### config.mk
export PLATFORM = sky130hd
export DESIGN_NAME = maj_layer_trainer
export DESIGN_NICKNAME = d
export VERILOG_FILES = /design/src/rtl/bitnet_pkg.sv /design/src/rtl/maj_lane.sv /design/src/rtl/maj_layer_trainer.sv
export SDC_FILE = /design/constraint.sdc
export NUM_CORES = 1
export LEC_CHECK = 0
export ABC_AREA = 1
export CAP_MARGIN = 15
export CORE_ASPECT_RATIO = 0.9
export CORE_MARGIN = 2
export CORE_UTILIZATION = 45
export CTS_CLUSTER_SIZE = 14
export DETAILED_ROUTE_END_ITERATION = 16
export HOLD_SLACK_MARGIN = 0.02
export PLACE_DENSITY_LB_ADDON = 0.25
export SLEW_MARGIN = 0
export SYNTH_ARGS = -nofsm -noshare
export SYNTH_HDL_FRONTEND = slang
export SYNTH_SLANG_ARGS = --single-unit
### constraint.sdc
create_clock -name clk_in -period 3 [get_ports clk_in]
set_clock_uncertainty 0.05 [all_clocks]
set_input_delay 0.45 -clock clk_in [delete_from_list [all_inputs] [get_ports clk_in]]
set_output_delay 0.45 -clock clk_in [all_outputs]
set_load 0.005 [all_outputs]
### src/rtl/bitnet_pkg.sv
// Shared types and helpers for the majority-gate layer datapath.
// Holds the trainer FSM encoding, the 3-input majority and index-width sizing.
package bitnet_pkg;

    typedef enum logic [1:0] {
        IDLE = 2'd0,
        SCAN = 2'd1,
        EMIT = 2'd2
    } state_e;

    function automatic logic maj3(input logic a, input logic b, input logic c);
        return (a & b) | (a & c) | (b & c);
    endfunction

    // Width of a neuron index; never narrower than one bit.
    function automatic int idx_width(input int n);
        return (n < 2) ? 1 : $clog2(n);
    endfunction

endpackage

### src/rtl/maj_lane.sv
// Per-neuron backward/learning lane: majority of the downstream bits, mismatch
// against the forward bit, and the saturating counter / control-flip update.
module maj_lane
    import bitnet_pkg::*;
#(
    parameter int CNT_W       = 2,
    parameter int FLIP_THRESH = 3
) (
    input  logic             b1_i,
    input  logic             b2_i,
    input  logic             b3_i,
    input  logic             fwd_i,
    input  logic [CNT_W-1:0] cnt_i,
    input  logic             ctrl_i,
    input  logic             learn_i,
    output logic             t_o,
    output logic             m_o,
    output logic [CNT_W-1:0] cnt_o,
    output logic             ctrl_o,
    output logic             flip_o
);

    localparam logic [CNT_W:0] THRESH = (CNT_W + 1)'(FLIP_THRESH);

    logic [CNT_W:0] cnt_inc;

    always_comb begin
        t_o     = maj3(b1_i, b2_i, b3_i);
        m_o     = t_o ^ fwd_i;
        cnt_inc = {1'b0, cnt_i} + (CNT_W + 1)'(1);
        cnt_o   = cnt_i;
        ctrl_o  = ctrl_i;
        flip_o  = 1'b0;
        if (learn_i) begin
            if (m_o) begin
                // Reaching the threshold flips the control bit and restarts the count.
                if (cnt_inc >= THRESH) begin
                    ctrl_o = ~ctrl_i;
                    cnt_o  = '0;
                    flip_o = 1'b1;
                end else begin
                    cnt_o = cnt_inc[CNT_W-1:0];
                end
            end else if (cnt_i != '0) begin
                cnt_o = cnt_i - CNT_W'(1);
            end
        end
    end

endmodule

### src/rtl/maj_layer_trainer.sv
// Backward pass and control-bit learner for one majority-gate layer.
// Scans one neuron per cycle, then holds the result until upstream accepts it.
module maj_layer_trainer
    import bitnet_pkg::*;
#(
    parameter int   N_NEURONS   = 8,
    parameter int   CNT_W       = 2,
    parameter int   FLIP_THRESH = 3,
    parameter logic CTRL_INIT   = 1'b0
) (
    input  logic                             clk_in,
    input  logic                             rst_n_in,
    input  logic                             in_valid,
    output logic                             in_ready,
    input  logic                             learn_en,
    input  logic [N_NEURONS-1:0]             fwd_out,
    input  logic [N_NEURONS-1:0]             bwd_in1,
    input  logic [N_NEURONS-1:0]             bwd_in2,
    input  logic [N_NEURONS-1:0]             bwd_in3,
    output logic                             out_valid,
    input  logic                             out_ready,
    output logic [N_NEURONS-1:0]             bwd_out,
    output logic                             bcontrol,
    output logic [$clog2(N_NEURONS+1)-1:0]   flips,
    output logic [N_NEURONS-1:0]             ctrl_out
);

    localparam int IDX_W = idx_width(N_NEURONS);
    localparam int FL_W  = $clog2(N_NEURONS + 1);
    localparam logic [IDX_W-1:0] LAST_IDX = IDX_W'(N_NEURONS - 1);

    state_e                           state_q, state_d;
    logic [IDX_W-1:0]                 idx_q, idx_d;
    logic [N_NEURONS-1:0]             ctrl_q, ctrl_d;
    logic [N_NEURONS-1:0][CNT_W-1:0]  cnt_q, cnt_d;
    logic [N_NEURONS-1:0]             bwd_q, bwd_d;
    logic                             bcontrol_q, bcontrol_d;
    logic [FL_W-1:0]                  flips_q, flips_d;

    logic [N_NEURONS-1:0]             fwd_q, b1_q, b2_q, b3_q;
    logic                             learn_q;
    logic                             capture;

    logic                             lane_t, lane_m, lane_ctrl, lane_flip;
    logic [CNT_W-1:0]                 lane_cnt;

    maj_lane #(
        .CNT_W       (CNT_W),
        .FLIP_THRESH (FLIP_THRESH)
    ) u_lane (
        .b1_i    (b1_q[idx_q]),
        .b2_i    (b2_q[idx_q]),
        .b3_i    (b3_q[idx_q]),
        .fwd_i   (fwd_q[idx_q]),
        .cnt_i   (cnt_q[idx_q]),
        .ctrl_i  (ctrl_q[idx_q]),
        .learn_i (learn_q),
        .t_o     (lane_t),
        .m_o     (lane_m),
        .cnt_o   (lane_cnt),
        .ctrl_o  (lane_ctrl),
        .flip_o  (lane_flip)
    );

    always_comb begin
        state_d    = state_q;
        idx_d      = idx_q;
        ctrl_d     = ctrl_q;
        cnt_d      = cnt_q;
        bwd_d      = bwd_q;
        bcontrol_d = bcontrol_q;
        flips_d    = flips_q;
        capture    = 1'b0;
        in_ready   = 1'b0;
        out_valid  = 1'b0;
        unique case (state_q)
            IDLE: begin
                // Hold off upstream while reset is asserted.
                in_ready = rst_n_in;
                if (in_valid && rst_n_in) begin
                    capture    = 1'b1;
                    bcontrol_d = 1'b0;
                    flips_d    = '0;
                    idx_d      = '0;
                    state_d    = SCAN;
                end
            end
            SCAN: begin
                bwd_d[idx_q]  = lane_t;
                bcontrol_d    = bcontrol_q | lane_m;
                ctrl_d[idx_q] = lane_ctrl;
                cnt_d[idx_q]  = lane_cnt;
                if (lane_flip) begin
                    flips_d = flips_q + FL_W'(1);
                end
                if (idx_q == LAST_IDX) begin
                    state_d = EMIT;
                end else begin
                    idx_d = idx_q + IDX_W'(1);
                end
            end
            EMIT: begin
                out_valid = 1'b1;
                if (out_ready) begin
                    state_d = IDLE;
                end
            end
            default: state_d = IDLE;
        endcase
    end

    always_ff @(posedge clk_in or negedge rst_n_in) begin
        if (!rst_n_in) begin
            state_q    <= IDLE;
            idx_q      <= '0;
            ctrl_q     <= {N_NEURONS{CTRL_INIT}};
            cnt_q      <= '0;
            bwd_q      <= '0;
            bcontrol_q <= 1'b0;
            flips_q    <= '0;
        end else begin
            state_q    <= state_d;
            idx_q      <= idx_d;
            ctrl_q     <= ctrl_d;
            cnt_q      <= cnt_d;
            bwd_q      <= bwd_d;
            bcontrol_q <= bcontrol_d;
            flips_q    <= flips_d;
        end
    end

    // Sample holding registers are only meaningful after a capture, so no reset.
    always_ff @(posedge clk_in) begin
        if (capture) begin
            fwd_q   <= fwd_out;
            b1_q    <= bwd_in1;
            b2_q    <= bwd_in2;
            b3_q    <= bwd_in3;
            learn_q <= learn_en;
        end
    end

    assign bwd_out  = bwd_q;
    assign bcontrol = bcontrol_q;
    assign flips    = flips_q;
    assign ctrl_out = ctrl_q;

endmodule

## After elaboration in Yosys (flattened, before gate mapping)

Index checks and enable logic that the tools add are counted.

| cells by class | value |
|---|---|
| $add $sub $neg | 4 |
| magnitude comparators | 3 |
| eq/ne operators | 8 |
| multiplexer cells | 45 |
| bitwise logic cells | 8 |
| reduce and logical (&&, ||, !) cells | 9 |

Operators with widths:

| kind | number |
|---|---|
| $mux W2 | 9 |
| $mux W1 | 17 |
| $bwmux W16 | 1 |
| $bwmux W8 | 2 |
| $bmux W1 S3 | 5 |
| $ne A2 B2 Y1 const B | 5 |
| $reduce_and A3 Y1 | 3 |
| $mux W4 | 2 |
| $pmux W4 S2 | 1 |
| $bmux W2 S3 | 1 |
| $demux W2 S3 | 1 |
| $mux W3 | 2 |
| $pmux W2 S3 | 1 |
| $pmux W3 S2 | 1 |
| $add A4 B1 Y4 const B | 1 |
| $lt A3 B4 Y1 const B | 1 |
| $reduce_bool A2 Y1 | 2 |
| $add A2 B1 Y3 const B | 1 |
| $add A3 B1 Y3 const B | 1 |
| $and A1 B1 Y1 | 3 |
| $demux W1 S3 | 1 |
| $eq A3 B3 Y1 const B | 1 |
| $ge A3 B1 Y1 const B | 1 |
| $ge A3 B2 Y1 const B | 1 |
| other kinds (10) | 13 |

| storage, ports and cells | value |
|---|---|
| flip-flop bits (word level) | 75 |
| bits of input ports | 37 |
| output and inout port bits | 23 |
| logic and storage cells | 96 |

## Longest topological paths before layout

Gate-level depths: netlist of run 1.

| logic depth | value |
|---|---|
| word-level depth | 10 |
| mapped depth | 15 |
| mapped depth without buffers | 14 |

## Hierarchy

From an unflattened synthesis of run 1, not the netlist that was laid out.

| second synthesis, totals | value |
|---|---|
| cells, all modules | 428 |
| area, all modules | 3651.0 sq um |

Modules (own cells, without submodules):

| module | times used | cells an instance | area an instance (sq um) | sequential area each (sq um) |
|---|---|---|---|---|
| maj_layer_trainer | 1 | 391 | 3468.3 | 2042.0 |
| maj_lane | 1 | 37 | 182.7 | 0.0 |

## Least setup slack after synthesis of run 1

No wires, ideal clock.

| timing path | value |
|---|---|
| path type | in2reg |
| from | in rst_n_in |
| to | reg b1_q[0], enable pin |
| library setup time | 0.388 ns |
| data arrival time | 1.617 ns |
| required time | 2.562 ns |
| slack | 0.945 ns |
| cell stages on the path | 3 |
| path buffers | 0 |
| path through | nor3b_1 > nand2_1 > inv_1 |

| between the ends | value |
|---|---|
| cells in the longest elaborated chain, start to end | 3 |

RTL lines:

| element | line | source |
|---|---|---|
| from (decl) | maj_layer_trainer.sv:12 | `input logic rst_n_in,` |
| $logic_and A1 B1 Y1 | maj_layer_trainer.sv:80 | `if (in_valid && rst_n_in) begin` |
| $mux W1 | maj_layer_trainer.sv:80 |  |
| $mux W1 | maj_layer_trainer.sv:76 | `unique case (state_q)` |
| via capture | maj_layer_trainer.sv:42 | `logic capture;` |
| to (signal assigned) | maj_layer_trainer.sv:136 | `b1_q <= bwd_in1;` |
| to (decl) | maj_layer_trainer.sv:40 | `logic [N_NEURONS-1:0] fwd_q, b1_q, b2_q, b3_q;` |

The timed path passes the listed nets, and every way through them passes these cells.
A chain may end at the register's enable or synchronous reset.

## Worst setup path in the final report of run 1

| timing path | value |
|---|---|
| from | reg idx_q[0] |
| to | reg ctrl_q[4], in the netlist ctrl_out[4] |

| between the ends | value |
|---|---|
| cells in the longest elaborated chain, start to end | 9 |
| elaborated cells on any way between the ends | 30 |
| those cells by class | add/sub (1); order compare (3); mux (18); bitwise (7); reduce/logical (1) |

RTL lines:

| element | line | source |
|---|---|---|
| from (decl) | maj_layer_trainer.sv:33 | `logic [IDX_W-1:0] idx_q, idx_d;` |
| from (signal assigned) | maj_layer_trainer.sv:123 | `idx_q <= idx_d;` |
| branches (longest 8 deep; another with $add A2 B1 Y3) | -- |  |
| $bwmux W8 (*) | maj_layer_trainer.sv:91 | `ctrl_d[idx_q] = lane_ctrl;` |
| to (signal assigned) | maj_layer_trainer.sv:116 | `ctrl_q <= {N_NEURONS{CTRL_INIT}};` |
| to (signal assigned) | maj_layer_trainer.sv:124 | `ctrl_q <= ctrl_d;` |
| to (decl) | maj_layer_trainer.sv:34 | `logic [N_NEURONS-1:0] ctrl_q, ctrl_d;` |

Mark *: on every way between the ends. The select of a mux whose other input is x is not followed.

==> results of run 1 <==
[layout make-up]
cell class	count	share of cell area (%)
well taps	96	2.72
repair buffers	63	13.9
flip-flops and latches	75	46.2
inverters	46	3.90
clock buffers	9	2.80
clock inverters	7	2.29
multi-input cells	255	28.2
[cells by family (layout without fill, tap and decap cells)]
| group | after synthesis | in the layout |
|---|---|---|
| buffers and inverters | 54 | 125 |
| adder cells (fa/ha/maj) | 3 | 3 |
| XOR/XNOR | 3 | 3 |
| AND/OR/NAND/NOR | 217 | 217 |
| flip-flops | 75 | 75 |
| AO/OA/AOI/OAI | 32 | 32 |
[cell usage in the layout (no fill, tap or decap), types with 2 or more instances in the layout]
| master | n |
|---|---|
| nor2_2 | 4 |
| or2_1 | 2 |
| nand2_4 | 3 |
| clkdlybuf4s50_1 | 58 |
| edfxtp_1 | 33 |
| ha_1 | 3 |
| nor2_1 | 40 |
| nand3_1 | 34 |
| o211ai_1 | 3 |
| dfrtp_1 | 42 |
| o22ai_1 | 2 |
| nand2_1 | 104 |
| o21ai_1 | 9 |
| nor2_4 | 2 |
| nand3_2 | 2 |
| clkinv_4 | 2 |
| clkinvlp_4 | 2 |
| buf_4 | 4 |
| nand4_1 | 19 |
| inv_1 | 37 |
| inv_2 | 9 |
| nand2_2 | 3 |
| bufinv_16 | 2 |
| clkbuf_8 | 9 |
| o21ai_0 | 18 |
[stage by stage]
| step | hold slack (ns) | cells | utilization, % | area, µm² |
|---|---|---|---|---|
| after floorplan | 0.104 | 384 | - | 3520 |
| after global placement | 0.408 | 535 | 55.4 | 4200 |
| after detailed placement | 0.417 | 535 | 55.4 | 4200 |
| after CTS | 0.139 | 551 | 58.3 | 4420 |
| after global routing | 0.171 | 551 | 58.3 | 4420 |
| final | 0.123 | 551 | 58.3 | 4420 |
[power groups by stage]
stage / Combinational [mW] / Sequential [mW] / Clock [mW]
global placement: 1.95 / 1.55 / 0
global route: 2.24 / 1.56 / 0.928
detailed placement: 1.99 / 1.55 / 0
finish: 2.00 / 1.53 / 0.871
floorplan: 1.37 / 1.52 / 0
CTS: 2.00 / 1.53 / 0.883
[worst reg2reg max path, cell delays in order (launching register included)]
cell and delay [ns]:
dfrtp_1 0.39, inv_2 0.35, nand2_1 0.11, nand3_1 0.11, nand2_1 0.07, nor2_1 0.10, nand3_1 0.17, nand2_4 0.22
nand2_4 0.09, nand3_4 0.18, nand2_2 0.19, nand3_1 0.11, nand2_1 0.07
[worst min path at each step]
stage | from | endpoint | slack (ns) | depth (start not counted)
after floorplan | rst_n_in | bcontrol | 0.10 | 0
after global placement | cnt_q[12] | cnt_q[12] | 0.41 | 2
after detailed placement | cnt_q[15] | cnt_q[15] | 0.42 | 2
after CTS | rst_n_in | flips[2] | 0.14 | 2
after global routing | rst_n_in | state_q[0] | 0.17 | 2
final | rst_n_in | state_q[1] | 0.12 | 2
[per-layer routing]
| layer | global-route usage (%) | part of all wire, % | up-vias |
|---|---|---|---|
| li1 | - | - | 1394 |
| met1 | 25.3 | 46 | 1337 |
| met2 | 29.5 | 45 | 105 |
| met3 | 3.91 | 6.6 | 15 |
| met4 | 9.22 | 2.4 | 0 |
| met5 | 0 | 0 | - |
[synth_stat cells, types with 3 or more instances]
| cell type | n |
|---|---|
| o21ai_0 | 18 |
| nand2_1 | 104 |
| inv_2 | 9 |
| buf_2 | 3 |
| edfxtp_1 | 33 |
| nor2_1 | 40 |
| nand2_4 | 3 |
| nand4_1 | 19 |
| inv_1 | 37 |
| buf_4 | 3 |
| ha_1 | 3 |
| nand2_2 | 3 |
| nand3_1 | 34 |
| o211ai_1 | 3 |
| nor2_2 | 4 |
| o21ai_1 | 9 |
| dfrtp_1 | 42 |
[flip-flops by register name, summed over array words and instances (netlist names)]
register / count
b3_q: 8
b1_q: 8
state_q: 2
b2_q: 8
flips: 4
bwd_out: 8
bcontrol: 1
fwd_q: 8
idx_q: 3
cnt_q: 16
learn_q: 1
ctrl_out: 8
==> run summary, run 1 <==
Syn Area/Cell = 9.17 µm²
Ys Warns = 0
Cell Area, Synth = 3520 µm²
Final hold vios = 0
Pin count of the biggest net entering global routing = 43
Hold/Removal Path Class = in2async
Ys async rst share = 56.0%
Max cap viols = 0
Seq/Total Area, Yosys = 58.0%
Setup WS post-layout = 0.671 ns
Worst EP arrival = 2.51 ns
Cts-stage hold buffer count = 0
Storage cell area = 2040 µm²
CTS tree = done
Max-slew violation count = 0
Vias/cell = 5.17
Unique masters post-synth = 29
Setup crit start = idx_q[0]
Critical path launch point type = flip-flop
RSZ-0062 raised after global routing = no
FF-to-FF Start = idx_q[0]
Clock transition at the registers of the reported paths = 0.08 ns
Core area = 7580 µm²
P&R area growth vs syn = 25.6%
Synth area leader = dfrtp_1
Post-Synthesis Cells = 384
Post-CTS resize count = 0
Post-synthesis mux area share = 0%
Post-synthesis adder-cell area fraction = 1.07%
Fin crit share = 77.6%
CTS Buffer Depth = 2
Total Routing Usage GR = 18.8%
Max stage delay on crit path = 0.39 ns
Post-synth EDFFs = 33
FILL cells = 687
Critical R2R Capture = ctrl_out[4]
First-pass GRT wire length = 12,600 µm
Fin nets = 490
Die Wd = 97.3 µm
Post CTS Setup Buffer Count = 0
Clock sink total = 75
Internal = 2.55 mW
Relative slew slack = 50.2%
Comb power frac = 45.4%
Sw Share = 41.9%
Power Density = 994 nW/µm²
Multi-input gate area = 1250 µm²
XOR/XNOR Fraction of Synth Area = 0.959%
Crit-path cells = inv_2 -> nand2_1 -> nand3_1 -> nand2_1 -> nor2_1 -> nand3_1 -> nand2_4 -> nand2_4 -> nand3_4 -> nand2_2 -> nand3_1 -> nand2_1
Synth Area in Simple Gates = 28.6%
Critical Path RT = 3.18 ns
Grt ovf = 0
Net Count, Synth = 424
Initial antenna violation count = 0
Levels on crit path = 12
Post-placement worst setup slack = 0.709 ns
Number of global-route vias before repair = 2,693
Setup Viol. Count Final = 0
Worst setup path endpoint = ctrl_out[4]
PnR Total Power = 4.40 mW
Die area = 8550 µm²
R2r setup slk = 0.67 ns
Cts bufs inserted = 9
Setup Total Neg Slack = 0 ns
Worst-Skew Late Latency = 0.35 ns
First-pass DRT Iterations = 4
Worst-Margin Slew = 0.742 ns
Cell family with most CP delay = simple AND/OR/NAND/NOR gates
Peak VDD IR = 0.444 mV
Number of diodes = 0
Tmin final = 2.33 ns
Crit-path max FO = 30
Starting Density = 46.5%
Net load switching power = 1.84 mW
Critical path type = reg2reg
Post-DR wirelength/cell = 13.7 µm
CTS HTree Levels = 3
F_max = 429 MHz
WP buf/inv = 1
Flop pwr share = 34.8%
Port bufs = 59
Largest family of logic cells by synthesized area = simple AND/OR/NAND/NOR gates
Compound-Gate Fraction of Synth Area = 4.83%
Pleak = 2.02 nW
Final wirelength = 7550 µm
Via count = 2,851
DRC = 0
Row count = 30
CTS Root Cell = clkbuf_8
Area share of the largest cell type after synthesis = 29.8%
Share of cells above drive strength 1 = 10.3%
Main synth FF type = dfrtp_1
Worst reg2reg path depth = 12
Initial DRC count = 221
Status = completed
Vert. Die Dim = 87.9 µm
Clock share of power = 19.8%
Slowest cell on crit path = dfrtp_1
FF+latch count, synth = 75
Top cells by area, synth = dfrtp_1, edfxtp_1, nand2_1, nand3_1, nor2_1
GP Congestion = 0.887
Hpwl dp = 5190 µm
# IOs = 60
Crit. End Element = flip-flop
Routed Antenna Nets = 0
(Power assumes the default switching activity.)
==> run 2, diff against run 1 <==
==> constraint.sdc (replaced) <==
create_clock -name clk_in -period 2.21 [get_ports clk_in]
set_clock_uncertainty 0.05 [all_clocks]
set_input_delay 0.3315 -clock clk_in [delete_from_list [all_inputs] [get_ports clk_in]]
set_output_delay 0.3315 -clock clk_in [all_outputs]
set_load 0.005 [all_outputs]
==> run 2 against run 1 <==
  * Power increased by 38%
  * First-iteration DRC count decreased by 20%
  * Cell count increased by 1.5%
  * Global-route usage increased by 0.39 points
  * Wire length increased by 5.1%
  * Die area unchanged
==> run summary, run 2 (same netlist as run 1, synthesis figures left out) <==
Grt ovf = 0 (unchanged)
First-pass DRT Iterations = 6 (+2)
First-pass GRT wire length = 12,800 µm (+1.6%)
Initial DRC count = 176 (-20%)
Core area = 7580 µm² (unchanged)
GP Congestion = 0.852 (-4.0%)
Layer with the highest usage = met2
Post-DR wirelength/cell = 14.2 µm (+3.6%)
Commonest non-fill, non-tap cells in the layout = nand2_1, clkdlybuf4s50_1, nor2_1, dfrtp_1, inv_1
Share of cells above drive strength 1 = 12.1% (+1.8 points)
Post-CTS resize count = 1 (+1)
Die area = 8550 µm² (unchanged)
Fin crit share = 93.8% (+16 points)
PnR Total Power = 6.06 mW (+38%)
CTS tree = done
Critical path type = reg2reg
# IOs = 60 (unchanged)
Worst-Skew Late Latency = 0.35 ns (about the same)
Vert. Die Dim = 87.9 µm (unchanged)
Hpwl dp = 5700 µm (+9.9%)
Biggest register = cnt_q
Vias/cell = 5.13 (-0.77%)
Setup Viol. Count Final = 0 (unchanged)
RSZ-0062 raised after global routing = no
Port bufs = 59 (unchanged)
Status = completed
Critical path launch point type = flip-flop
Total Routing Usage GR = 19.2% (+0.39 points)
Clock sink total = 75 (unchanged)
P&R area growth vs syn = 27.3%
Die Wd = 97.3 µm (unchanged)
Max cap viols = 0 (unchanged)
Setup Total Neg Slack = 0 ns (unchanged)
Relative slew slack = 64.2% (+14 points)
CTS HTree Levels = 3 (unchanged)
DRC = 0 (unchanged)
Met3 GRT Util = 5.03% (+1.1 points)
R2r setup slk = 0.14 ns (-0.53 ns)
Most common cell after layout, fill and taps aside = nand2_1
Pleak = 2.04 nW (+1.4%)
Crit-path max FO = 8 (-73%)
Hold/Removal Path Class = in2async
Final hold vios = 0 (unchanged)
FILL cells = 646 (-6.0%)
Post CTS Setup Buffer Count = 0 (unchanged)
Cts bufs inserted = 9 (unchanged)
Row count = 30 (unchanged)
Initial antenna violation count = 0 (unchanged)
Critical Path RT = 2.39 ns (-0.79 ns)
Via count = 2,870 (+0.67%)
F_max = 482 MHz (+12%)
Pin count of the biggest net entering global routing = 43 (unchanged)
Number of global-route vias before repair = 2,736 (+1.6%)
Max-slew violation count = 0 (unchanged)
Power Density = 1350 nW/µm² (+36%)
Clock transition at the registers of the reported paths = 0.08 ns (about the same)
Worst-Margin Slew = 0.537 ns (-0.205 ns)
Peak VDD IR = 0.761 mV (+71%)
CTS Root Cell = clkbuf_8
Cts-stage hold buffer count = 0 (unchanged)
Fin nets = 498 (+1.6%)
Util after Layout = 59.1% (+0.79 points)
CTS Buffer Depth = 2 (unchanged)
Routed Antenna Nets = 0 (unchanged)
Number of diodes = 0 (unchanged)
Starting Density = 46.5% (unchanged)
Crit. End Element = flip-flop
Final wirelength = 7930 µm (+5.1%)
Worst EP arrival = 2.25 ns (-0.26 ns)
Met2 GRT Util = 32.0% (+2.5 points)
Tmin final = 2.07 ns (-0.256 ns)
M1 GR Usage = 24.7% (-0.62 points)
Max FFs per register = 16 (unchanged)
## run 2: worst paths after layout
kind | startpoint | to | cells past startpoint
setup / recovery | idx_q[1] | ctrl_out[3] | 12
hold / removal | rst_n_in | flips[3] | 2
setup reg to reg | idx_q[1] | ctrl_out[3] | 12
hold reg to reg | cnt_q[12] | cnt_q[12] | 2
max in group asynchronous | rst_n_in | idx_q[1] | 2
min in group clk_in | cnt_q[12] | cnt_q[12] | 2
## run 2: worst max-delay path, stage by stage (launching register included)
cell	delay, ns
dfrtp_2	0.46
nor2_2	0.29
nand3_1	0.12
nand2_1	0.11
inv_1	0.04
nand2_1	0.08
nand2_2	0.07
nand2_4	0.08
nand2_4	0.09
nand2_4	0.10
nand4_2	0.22
nand3_1	0.18
nand2_1	0.07
## run 2: routing by layer
metal	vias to the layer above	part of all wire [%]
met2	120	47
met3	9	6.7
li1	1411	-
met5	-	0
met1	1330	45
met4	0	1.5
## run 2: where the power goes
part / total, mW / internal, mW / switching (mW)
logic: 2.95 / 1.14 / 1.81
registers: 2.08 / 1.83 / 0.253
clock network: 1.03 / 0.522 / 0.507
total: 6.06 / 3.49 / 2.57
## run 2: cell type report
type                       instances  area [µm²]  share of cell area [%]
clock buffer                      10         128                    2.85
timing repair buffer              71         692                    15.4
inverter                          46         173                    3.85
clock inverter                     6        66.3                    1.48
multi-input combinational        255        1260                    28.1
sequential                        75        2040                    45.6
tap                               96         120                    2.68
## run 2: per-stage QoR
stage	cell area, µm²	instances	worst slack (ns)	hold slack [ns]
final	4480	559	0.136	0.0148
after global routing	4480	559	0.00947	0.0550
after CTS	4470	559	0.0230	0.0330
after detailed placement	4270	543	0.0161	0.408
after global placement	4270	543	0.0545	0.401
after floorplan	3520	384	0.209	-0.0141
==> run 3, diff against run 2 <==
--- a/config.mk
+++ b/config.mk
@@ -8,10 +8,11 @@
 export ABC_AREA = 1
 export CAP_MARGIN = 15
 export CORE_ASPECT_RATIO = 0.9
-export CORE_MARGIN = 2
+export CORE_MARGIN = 3
 export CORE_UTILIZATION = 45
 export CTS_CLUSTER_SIZE = 14
 export DETAILED_ROUTE_END_ITERATION = 16
+export DONT_BUFFER_PORTS = 1
 export HOLD_SLACK_MARGIN = 0.02
 export PLACE_DENSITY_LB_ADDON = 0.25
 export SLEW_MARGIN = 0
==> run 3 against run 2 <==
  * Via count is 3.0% lower
  * Utilization shrank 0.32 points
  * Final area shrank 3.9%
  * Count of clock-buffer cells in the layout down 1
  * Global-route usage grew 0.69 points
  * Sequential share of layout area up 1.8 points
  * Non-clock buffer count shrank 22
  * Clock power is 5% higher
  * Sequential power up 2%
  * Power fell by 2.3%
  * Die area rose by 4.4%
==> run summary, run 3 (same netlist as run 1, synthesis figures left out) <==
Hold/Removal Path Class = in2reg
Crit. End Element = flip-flop
Share of cells above drive strength 1 = 13.6% (+1.5 points)
Die area = 8930 µm² (+4.4%)
Die Wd = 99.3 µm (+2.1%)
Met3 GRT Util = 7.59% (+2.6 points)
Number of diodes = 0 (unchanged)
Fin Hold WS = 0.278 ns (+0.263 ns)
P&R area growth vs syn = 22.4%
Net load switching power = 2.65 mW (+3.2%)
Clock share of power = 18.2% (+1.2 points)
Pleak = 2.00 nW (-2.2%)
Critical Path RT = 2.41 ns (+0.02 ns)
CTS Root Cell = clkbuf_8
Power Density = 1370 nW/µm² (+1.7%)
Fin crit share = 94.7% (+0.89 points)
Commonest non-fill, non-tap cells in the layout = nand2_1, dfrtp_1, nor2_1
CTS HTree Levels = 3 (unchanged)
RSZ-0062 raised after global routing = yes
Internal = 3.28 mW (-6.3%)
GP Congestion = 0.867 (+1.7%)
Worst-Skew Late Latency = 0.36 ns (about the same)
Setup Viol. Count Final = 0 (unchanged)
Comb power frac = 45.9% (-2.7 points)
Relative slew slack = 71.0% (+6.7 points)
Status = completed
Worst EP arrival = 2.29 ns (+0.04 ns)
Setup WS post-layout = 0.116 ns (-0.0196 ns)
Number of global-route vias before repair = 2,771 (+1.3%)
Met2 GRT Util = 30.3% (-1.8 points)
Dpl cell area = 3690 µm² (-14%)
Final Cell Area = 4310 µm² (-3.9%)
Worst-Margin Slew = 0.435 ns (-0.101 ns)
Tmin final = 2.09 ns (+0.0196 ns)
Post CTS Setup Buffer Count = 0 (unchanged)
Cts bufs inserted = 9 (unchanged)
Clock transition at the registers of the reported paths = 0.08 ns (about the same)
Vert. Die Dim = 89.9 µm (+2.3%)
Most common cell after layout, fill and taps aside = nand2_1
Via count = 2,785 (-3.0%)
Biggest register = cnt_q
Starting Density = 48.1% (+1.6 points)
Pin count of the biggest net entering global routing = 43 (unchanged)
Row count = 29 (-3.3%)
Port bufs = 0 (-100%)
CTS Buffer Depth = 2 (unchanged)
Routed Antenna Nets = 0 (unchanged)
Beginning of the worst hold path = in_valid
Layer with the highest usage = met2
Max cap viols = 0 (unchanged)
First-pass GRT wire length = 13,800 µm (+7.5%)
Total Routing Usage GR = 19.9% (+0.69 points)
Final hold vios = 0 (unchanged)
Max-slew violation count = 0 (unchanged)
Vias/cell = 5.21 (+1.4%)
Fin nets = 477 (-4.2%)
Core area = 7330 µm² (-3.3%)
Initial antenna violation count = 0 (unchanged)
WHS Endpoint = bcontrol
Post-placement cell count = 482 (-11%)
# IOs = 60 (unchanged)
Post-placement worst setup slack = 0.0823 ns (+0.0662 ns)
F_max = 478 MHz (-0.94%)
R2r setup slk = 0.12 ns (-0.02 ns)
Critical R2R Capture = ctrl_out[4]
Flop pwr share = 35.9% (+1.5 points)
Peak VDD IR = 0.598 mV (-21%)
Worst reg2reg path depth = 10 (-2)
Max FFs per register = 16 (unchanged)
Final Instance Count excl. Fillers = 535 (-4.3%)
Critical path launch point type = flip-flop
CTS tree = done
Crit-path max FO = 16 (+8)
Sw Share = 44.7% (+2.4 points)
Post-DR wirelength/cell = 15.7 µm (+11%)
Hold Crit Depth = 3
DRC = 0 (unchanged)
Grt ovf = 0 (unchanged)
FF-to-FF Start = idx_q[0]
M1 GR Usage = 26.3% (+1.6 points)
Final wirelength = 8400 µm (+5.9%)
First-pass DRT Iterations = 5 (-1)
Initial DRC count = 162 (-8.0%)
Critical path type = reg2reg
Clock sink total = 75 (unchanged)
Hpwl dp = 5530 µm (-2.9%)
run 3: cell count changes in the layout (fill, tap and decap cells not counted), sizes merged:
cell | before | now
clkinvlp | 2 | 0
nand3 | 37 | 38
clkbuf | 10 | 9
clkdlybuf4s50 | 58 | 0
dlygate4sd3 | 0 | 35
buf | 13 | 14
inv | 46 | 49
run 3: repair_timing:
item                                    4_1_cts  5_1_grt
hold endpoints to repair                     75        1
endpoints found under the setup margin        0       23
hold buffers                                 35        1
resized for setup                             0        9
run 3: worst max-delay path, stage by stage (launching register included):
cell	delay (ns)
dfrtp_1	0.41
buf_4	0.20
or2_0	0.24
o211ai_1	0.08
nand2_1	0.09
nor2_2	0.17
nand2_4	0.09
nand3_2	0.13
nand4_2	0.25
nand3_1	0.19
nand2_1	0.06
run 3: power by group through the flow:
| stage | Sequential, mW | Clock (mW) | Combinational (mW) |
|---|---|---|---|
| 4_1_cts | 2.12 | 1.11 | 2.57 |
| 5_1_grt | 2.17 | 1.17 | 3.04 |
| 6_report | 2.13 | 1.08 | 2.72 |
| 3_5_place_dp | 2.15 | 0 | 2.49 |
| 2_1_floorplan | 2.07 | 0 | 1.86 |
| 3_3_place_gp | 2.14 | 0 | 2.44 |
run 3: metrics by stage:
stage / TNS, ns / util (%) / power (mW)
floorplan: 0 / - / 3.93
global placement: 0 / 50.3 / 4.58
detailed placement: 0 / 50.3 / 4.64
CTS: 0 / 58.0 / 5.80
global route: -0.00852 / 58.8 / 6.38
finish: 0 / 58.8 / 5.92
run 3: final cells by class:
| cell class | count | area, µm² |
|---|---|---|
| sequential | 75 | 2040 |
| inverter | 46 | 173 |
| timing repair buffer | 49 | 492 |
| multi-input combinational | 256 | 1290 |
| clock buffer | 9 | 124 |
| clock inverter | 7 | 73.8 |
| tap | 93 | 116 |
| fill | 629 | 3020 |
run 3: worst max-delay path by stage:
| stage | from | endpoint | cells after the start |
|---|---|---|---|
| global placement | idx_q[0] | cnt_q[12] | 12 |
| floorplan | state_q[0] | b1_q[0] | 3 |
| CTS | idx_q[0] | cnt_q[10] | 12 |
| global route | idx_q[0] | ctrl_out[3] | 10 |
| finish | idx_q[0] | ctrl_out[4] | 10 |
| detailed placement | idx_q[0] | cnt_q[10] | 12 |
run 3: routing by layer:
| layer | share of wire, % | routed length (µm) |
|---|---|---|
| met1 | 44 | 3710 |
| met4 | 1.2 | 103 |
| met3 | 6.7 | 565 |
| met2 | 48 | 4020 |
| met5 | 0 | 0 |
